[config.mk]
export PLATFORM = sky130hd
export DESIGN_NAME = branch_update_sched
export DESIGN_NICKNAME = d
export VERILOG_FILES = /design/src/rtl/branch_update_sched.sv
export SDC_FILE = /design/constraint.sdc
export NUM_CORES = 1
export LEC_CHECK = 0
export ABC_AREA = 1
export BUFFER_PORTS_ARGS = -buffer_cell sky130_fd_sc_hd__buf_2
export CORE_UTILIZATION = 55
export DETAILED_ROUTE_END_ITERATION = 8
export GPL_TIMING_DRIVEN = 0
export PLACE_DENSITY = 0.82
export SYNTH_ARGS = -nofsm -noshare
export SYNTH_HDL_FRONTEND = slang
export SYNTH_SLANG_ARGS = --single-unit
[constraint.sdc]
create_clock -name clk -period 4 [get_ports clk]
set_clock_uncertainty 0.2 [all_clocks]
set_input_delay 0.8 -clock clk [delete_from_list [all_inputs] [get_ports clk]]
set_output_delay 0.8 -clock clk [all_outputs]
set_load 0.005 [all_outputs]
[src/rtl/branch_update_sched.sv]
// branch_update_sched: queues resolved-branch outcomes and feeds them to the
// global-history predictor's single update port. Fetch lookups win over
// updates, and a starvation counter forces an update after STARVE_MAX
// consecutive denied cycles.
// Optional feature macro: BRANCH_UPD_SCHED_BYPASS_EN. When it is defined, an
// outcome that arrives while the FIFO is empty and no lookup or flush is
// active is issued in the same cycle without being written to the FIFO.
//
// state   | meaning
// --------+-------------------------------------------------------------
// S_IDLE  | FIFO empty
// S_PEND  | entries queued, lookups currently winning the port
// S_FORCE | starvation limit reached, head issues regardless of lookups
module branch_update_sched #(
    parameter int DEPTH      = 4,
    parameter int STARVE_MAX = 3
) (
    input  logic                          clk,
    input  logic                          reset,
    input  logic                          upd_req_val,
    output logic                          upd_req_rdy,
    input  logic                          upd_req_taken,
    input  logic                          lookup_val,
    output logic                          lookup_rdy,
    input  logic                          flush,
    output logic                          pred_update_en,
    output logic                          pred_update_val,
    output logic [$clog2(DEPTH+1)-1:0]    occupancy
);

    localparam int PW = $clog2(DEPTH);
    localparam int CW = $clog2(DEPTH + 1);
    localparam int SW = $clog2(STARVE_MAX + 1);
    localparam logic [CW-1:0] FULL_CNT  = CW'(DEPTH);
    localparam logic [SW-1:0] STARVE_LIM = SW'(STARVE_MAX);

    typedef enum logic [1:0] {
        S_IDLE  = 2'd0,
        S_PEND  = 2'd1,
        S_FORCE = 2'd2
    } state_t;

    state_t          state, state_next;
    logic [DEPTH-1:0] mem;
    logic [PW-1:0]   wr_ptr, rd_ptr;
    logic [CW-1:0]   count, count_next;
    logic [SW-1:0]   starve_cnt, starve_next;

    logic empty, full, head, force_upd, fifo_issue, bypass, enq_fifo;

    assign empty = (count == '0);
    assign full  = (count == FULL_CNT);
    assign head  = empty ? 1'b0 : mem[rd_ptr];

    // The FORCE state is entered exactly when the FIFO is non-empty and the
    // starvation counter sits at its limit, so it doubles as the force flag.
    assign force_upd  = (state == S_FORCE);
    assign fifo_issue = !empty && !flush && (!lookup_val || force_upd);

`ifdef BRANCH_UPD_SCHED_BYPASS_EN
    assign bypass = empty && !flush && !lookup_val && upd_req_val;
`else
    assign bypass = 1'b0;
`endif

    assign upd_req_rdy     = !full && !flush;
    assign enq_fifo        = upd_req_val && upd_req_rdy && !bypass;
    assign pred_update_en  = fifo_issue || bypass;
    assign pred_update_val = bypass ? upd_req_taken : head;
    assign lookup_rdy      = !(pred_update_en && lookup_val);
    assign occupancy       = count;

    // Next count, starvation counter and FSM state from this cycle's actions.
    always_comb begin
        count_next  = count;
        starve_next = starve_cnt;
        state_next  = state;

        case ({enq_fifo, fifo_issue})
            2'b10:   count_next = count + CW'(1);
            2'b01:   count_next = count - CW'(1);
            default: count_next = count;
        endcase

        if (flush || empty || fifo_issue)
            starve_next = '0;
        else if (starve_cnt != STARVE_LIM)
            starve_next = starve_cnt + SW'(1);

        if (flush) begin
            count_next  = '0;
            starve_next = '0;
        end

        if (count_next == '0)
            state_next = S_IDLE;
        else if (starve_next == STARVE_LIM)
            state_next = S_FORCE;
        else
            state_next = S_PEND;
    end

    // State, pointers, counters and outcome storage.
    always_ff @(posedge clk or negedge reset) begin
        if (!reset) begin
            state      <= S_IDLE;
            mem        <= '0;
            wr_ptr     <= '0;
            rd_ptr     <= '0;
            count      <= '0;
            starve_cnt <= '0;
        end else begin
            state      <= state_next;
            count      <= count_next;
            starve_cnt <= starve_next;
            if (flush) begin
                wr_ptr <= '0;
                rd_ptr <= '0;
            end else begin
                if (enq_fifo) begin
                    mem[wr_ptr] <= upd_req_taken;
                    wr_ptr      <= wr_ptr + PW'(1);
                end
                if (fifo_issue)
                    rd_ptr <= rd_ptr + PW'(1);
            end
        end
    end

endmodule
==> reports/metrics.yaml, run 1 <==
cts_setup_buffers: 0
max_freq_mhz: 398
max_cap_violations: 0
r2r_end: "state[0]"
cts_sinks: 15
yosys_warnings: 0
nets: 131
overflow: 0
finalCriticalPeriod_ns: 2.51
cts.clk_slew.worst_paths_ns: 0.08
finalHoldViolCount: 0
cts_resized: 0
preCtsSetupSlack_ns: 1.21
cp-end-kind: "flip-flop"
rrSetupSlack_ns: 1.52
area_delta_synth_final_pct: 12.1
tightest_slew_ns: 0.333
grt_pass1_wl_um: 2730
rows: 14
cpLargestDelayFamily: "adder cells"
layout.cells.non_filler: 134
dr.pass1.iters: 4
synth_top_family_by_area: "simple AND/OR/NAND/NOR gates"
place_hpwl_um: 1220
holdBufCountCts: 0
synth-xor-area-share: 0.00997
drc_errors: 0
n_antenna_cell: 0
hold_class: "in -> async"
finalWirelength_um: 1550
synthSimpleGateAreaFrac: 0.269
final_common_cell: "nand2_1"
crit_slowest_cell: "fa_1"
register_area_um2: 375
rsz0062_at_grt: "no"
ys_ff_latch: 15
ys_seq_area_frac: 0.427
timing.rr.start: "occupancy[0]"
maxSlewHeadroom: 0.778
muxShareOfSynthArea: 0
antenna_found_initial: 0
drt_iter0_drc: 9
cts_buffers: 3
outcome: "finished clean"
grt_pass1_vias: 671
synth_area_um2: 878
worstPathMaxFanout: 6
synth_compound_area_frac: 0.0954
synth_cell_types: 21
cts_buffer_depth: 2
vias: 703
cp.arrival_ns: 2.48
synth.avg_cell_area_um2: 8.61
dieArea_um2: 1760
avgRoutedWirePerCell_um: 11.6
postRouteAntennaNets: 0
fin_ws_ns: 1.49
vdd_drop_max_mv: 0.279
die_width_um: 42.0
portBuffers: 12
pwr_density_cell_nw_per_um2: 386
design_area_um2: 985
setup_viol: 0
critPathRequiredTime_ns: 3.97
fill_cells: 119
synth-adder-area-share: 0.0940
h-tree-depth: 1
dpl.cell_count: 130
synth_cells: 102
synth_nets: 114
gp_congestion: 0.808
ioPinCount: 13
reg2reg_depth: 11
vias_per_cell: 5.25
critical_path_class: "in -> reg"
final_cell_mix: "nand2_1, inv_1, dfrtp_1"
grt_util_all_layers: 0.208
path_buf_inv: 4
final.period_utilization: 0.627
multi_input_area_um2: 412
insertion_delay_ns: 0.28
slowest_delay_ns: 0.45
layout-drive-gt1-share: 0.229
grt_max_degree: 16
power_leakage_nw: 0.536
tns_ns: 0
worstPathCellList: "buf_2 > inv_2 > nand3_4 > clkinv_2 > ha_1 > fa_1 > or2_2 > nand3_1 > nand2_1 > inv_1 > a21oi_1"
root_buffer: "clkbuf_4"
drv_slew: 0
startpoint_type: "input pin"
core_um2: 1510
cts_tree: "built"
start_util: 0.583
die_y_um: 42.0
placed_area_um2: 958
-- worst reg2reg max path, cell delays in order, from the launching register on --
cell      delay (ns)
dfrtp_1         0.44
inv_2           0.14
nand3_4         0.11
nand3_4         0.09
clkinv_2        0.09
ha_1            0.24
fa_1            0.45
or2_2           0.30
nand3_1         0.09
nand2_1         0.07
inv_1           0.07
a21oi_1         0.06
-- cell type report --
class                      instances  area share
multi-input combinational         65       0.418
sequential                        15       0.381
inverter                          21      0.0813
clock buffer                       4      0.0267
timing repair buffer              12      0.0610
tap                               16      0.0203
buffer                             1      0.0114
-- cell families (layout without fill, tap and decap cells) --
logic type                 count (synthesis)  in the layout
xor gates and xnor gates                   1              1
adders and majority gates                  6              6
AOI/OAI and AO/OA                         13             13
DFF                                       15             15
and+or+nand+nor                           45             45
buffers and inverters                     22             38
-- through the flow --
step                      hold slack (ns)  utilization  total power, mW
after CTS                           0.206        0.654            0.384
after global placement              0.230        0.636            0.294
final                               0.210        0.654            0.380
after floorplan                     0.217            -            0.268
after detailed placement            0.241        0.636            0.300
after global routing                0.215        0.654            0.408
-- registers in the layout, indices dropped and copies added, names as in the netlist --
register    cells
mem             4
starve_cnt      2
wr_ptr          2
rd_ptr          2
occupancy       3
state           2
-- per-layer routing --
metal,vias up,wire (um),track usage
met5,-,0,0
li1,361,-,-
met1,326,703,0.229
met3,2,71,0.0783
met2,14,756,0.363
met4,0,18,0.0774
-- where the power goes --
part	internal, mW	total, mW	switching [mW]
clock network	0.0387	0.0824	0.0437
logic	0.0422	0.102	0.0603
registers	0.176	0.195	0.0186
total	0.257	0.380	0.123
-- cells in the mapped netlist --
master	instances	area [um2]
ha_1	5	62.6
o21ai_0	3	15.0
nand2_1	17	63.8
inv_2	4	15.0
nand3_4	2	35.0
buf_6	1	11.3
fa_1	1	20.0
inv_1	16	60.1
o21ai_1	5	25.0
xor2_1	1	8.76
a21boi_0	1	7.51
or2_2	1	6.26
a31oi_4	1	21.3
dfrtp_1	15	375
nand4_1	6	37.5
a21oi_1	3	15.0
nand3_1	11	55.1
nand3_2	1	10.0
nor2_1	6	22.5
nand2_2	1	6.26
clkinv_2	1	5.00
-- worst max path at each step --
stage	slack [ns]	end	depth (start not counted)	from
floorplan	1.47	state[0]	9	flush
global placement	1.23	state[0]	11	flush
detailed placement	1.21	state[0]	11	flush
CTS	1.50	state[0]	11	flush
global route	1.40	state[1]	10	flush
finish	1.49	state[0]	11	flush
Power figures use the tool's default switching activity.
==> inputs of run 2 (changes only) <==
- CORE_UTILIZATION: 55 -> 49
- PLACE_DENSITY: 0.82 -> 0.78
- clock period: 4 -> 2.26 ns (I/O delays scaled with it)
==> run 2 against run 1 <==
Combinational power up 130%. Die area up 12%. Count of clock-buffer cells in the layout unchanged. Setup slack worse by 1.4 ns. Via count up 6.4%. First-iteration DRC count up 56%. Cell count up 13%. Power up 94%. Routed wire length up 16%. Non-clock buffer count up 10. Critical endpoint unchanged. Largest cell class unchanged. Largest power group unchanged.
==> reports/metrics.yaml, run 2 (synthesized netlist as in run 1, its figures left out) <==
grt_pass1_vias: 714  # +6.4%
place_hpwl_um: 1210  # -0.73%
n_antenna_cell: 0  # unchanged
cts_buffer_depth: 2  # unchanged
cp-end-kind: "flip-flop"
drt_iter0_drc: 14  # +5
pwr_density_cell_nw_per_um2: 670  # +74%
cts.clk_slew.worst_paths_ns: 0.09  # about the same
start_util: 0.551  # -0.0320
grt_max_degree: 16  # unchanged
final_common_cell: "nand2_1"
vias: 748  # +6.4%
largest-register: "mem"
layout-drive-gt1-share: 0.320  # +0.0915
cts_tree: "built"
max_freq_mhz: 454
use_met1: 0.216  # -0.0127
placed_area_um2: 981  # +2.3%
design_area_um2: 1100  # +12%
fill_cells: 130  # +9.2%
h-tree-depth: 1  # unchanged
maxSlewHeadroom: 0.777  # about the same
largest_register_ffs: 4  # unchanged
dr.pass1.iters: 4  # unchanged
tightest_slew_ns: 0.334  # +0.000432 ns
outcome: "finished clean"
avgRoutedWirePerCell_um: 11.8  # +2.4%
grt.busiest_layer: "met2"
hold_class: "reg -> reg"
grt_use_met2: 0.356  # -0.00662
drv_slew: 0  # unchanged
grt_pass1_wl_um: 2790  # +2.3%
rows: 14  # unchanged
finalWirelength_um: 1800  # +16%
globalRouteMet3Util: 0.0449  # -0.0334
core_um2: 1590  # +5.8%
root_buffer: "clkbuf_4"
finalCriticalPeriod_ns: 2.20
power_leakage_nw: 0.583  # +8.8%
drc_errors: 0  # unchanged
critical_path_class: "reg -> reg"
overflow: 0  # unchanged
portBuffers: 12  # unchanged
final_cell_mix: "nand2_1, inv_1, dfrtp_1"
vias_per_cell: 4.92  # -6.2%
die_y_um: 44.3  # +5.7%
setup_viol: 0  # unchanged
vdd_drop_max_mv: 0.385  # +38%
startpoint_type: "flip-flop"
finalHoldViolCount: 0  # unchanged
postRouteAntennaNets: 0  # unchanged
critPathRequiredTime_ns: 2.24  # -1.73 ns
grt_util_all_layers: 0.198  # -0.00999
cp.arrival_ns: 2.18  # -0.30 ns
worstPathMaxFanout: 5  # -1
die_width_um: 44.3  # +5.7%
p_total_mw: 0.737  # +94%
insertion_delay_ns: 0.28  # about the same
area_delta_synth_final_pct: 25.2
dieArea_um2: 1970  # +12%
cts_buffers: 3  # unchanged
max_cap_violations: 0  # unchanged
antenna_found_initial: 0  # unchanged
cts_sinks: 15  # unchanged
nets: 141  # +7.6%
gp_congestion: 0.759  # -6.0%
final.period_utilization: 0.974
ioPinCount: 13  # unchanged
[run 2: changes by cell type in the layout (fill, tap and decap cells not counted), sizes merged]
cell and change:
dlygate4sd3 +1, buf +9
[run 2: routing by layer]
layer	routed length, um	vias up	part of all wire
li1	-	381	-
met1	791	346	0.44
met2	907	17	0.50
met3	72	4	0.040
met4	28	0	0.016
met5	0	-	0
[run 2: timing repair]
item,CTS,global route
pin swaps,2,2
endpoints found under the hold margin,15,0
setup endpoints to repair,2,2
gates cloned,0,0
buffers inserted,6,3
hold buffers,1,0
resized for setup,2,4
[run 2: final cells by class]
cell class                      count  area [um2]  share of cell area
Inverter                           21        83.8              0.0762
Multi-Input combinational cell     65         434               0.395
Tap cell                           24        30.0              0.0273
Sequential cell                    15         377               0.342
Buffer                              1        11.3              0.0102
Clock buffer                        4        26.3              0.0239
Timing Repair Buffer               22         138               0.125
[run 2: final timing paths]
check	startpoint	end	slack (ns)	depth (start not counted)
max	occupancy[2]	state[0]	0.06	11
min	starve_cnt[0]	starve_cnt[0]	0.25	1
max reg2reg	occupancy[2]	state[0]	0.06	11
min reg2reg	starve_cnt[0]	starve_cnt[0]	0.25	1
max in group asynchronous	reset	occupancy[2]	1.21	2
min in group asynchronous	reset	rd_ptr[0]	0.39	2
[run 2: critical path, stage by stage, from the launching register on]
cell and delay, ns:
dfrtp_2 0.47, inv_2 0.10, nand3_4 0.08, nand3_4 0.09, clkinv_4 0.07, ha_4 0.16
fa_1 0.45, or2_4 0.24, nand3_2 0.07, nand2_2 0.05, inv_2 0.05, a21oi_1 0.05
[run 2: power by group]
group | leakage, nW | switching, mW | total [mW] | internal [mW]
sequential | 0.198 | 0.0288 | 0.341 | 0.312
clock | 0.0150 | 0.0893 | 0.158 | 0.0685
combinational | 0.370 | 0.127 | 0.239 | 0.112
total | 0.583 | 0.245 | 0.737 | 0.492
[run 2: stage by stage]
step	utilization	setup WS, ns	hold WS (ns)	TNS [ns]	cells
finish	0.690	0.0596	0.247	0	152
global route	0.690	-0.0383	0.269	-0.0764	152
CTS	0.670	0.000131	0.248	0	149
detailed placement	0.615	-0.0998	0.171	-0.199	138
global placement	0.615	-0.106	0.170	-0.212	138
floorplan	-	0.00136	-0.0436	0	102
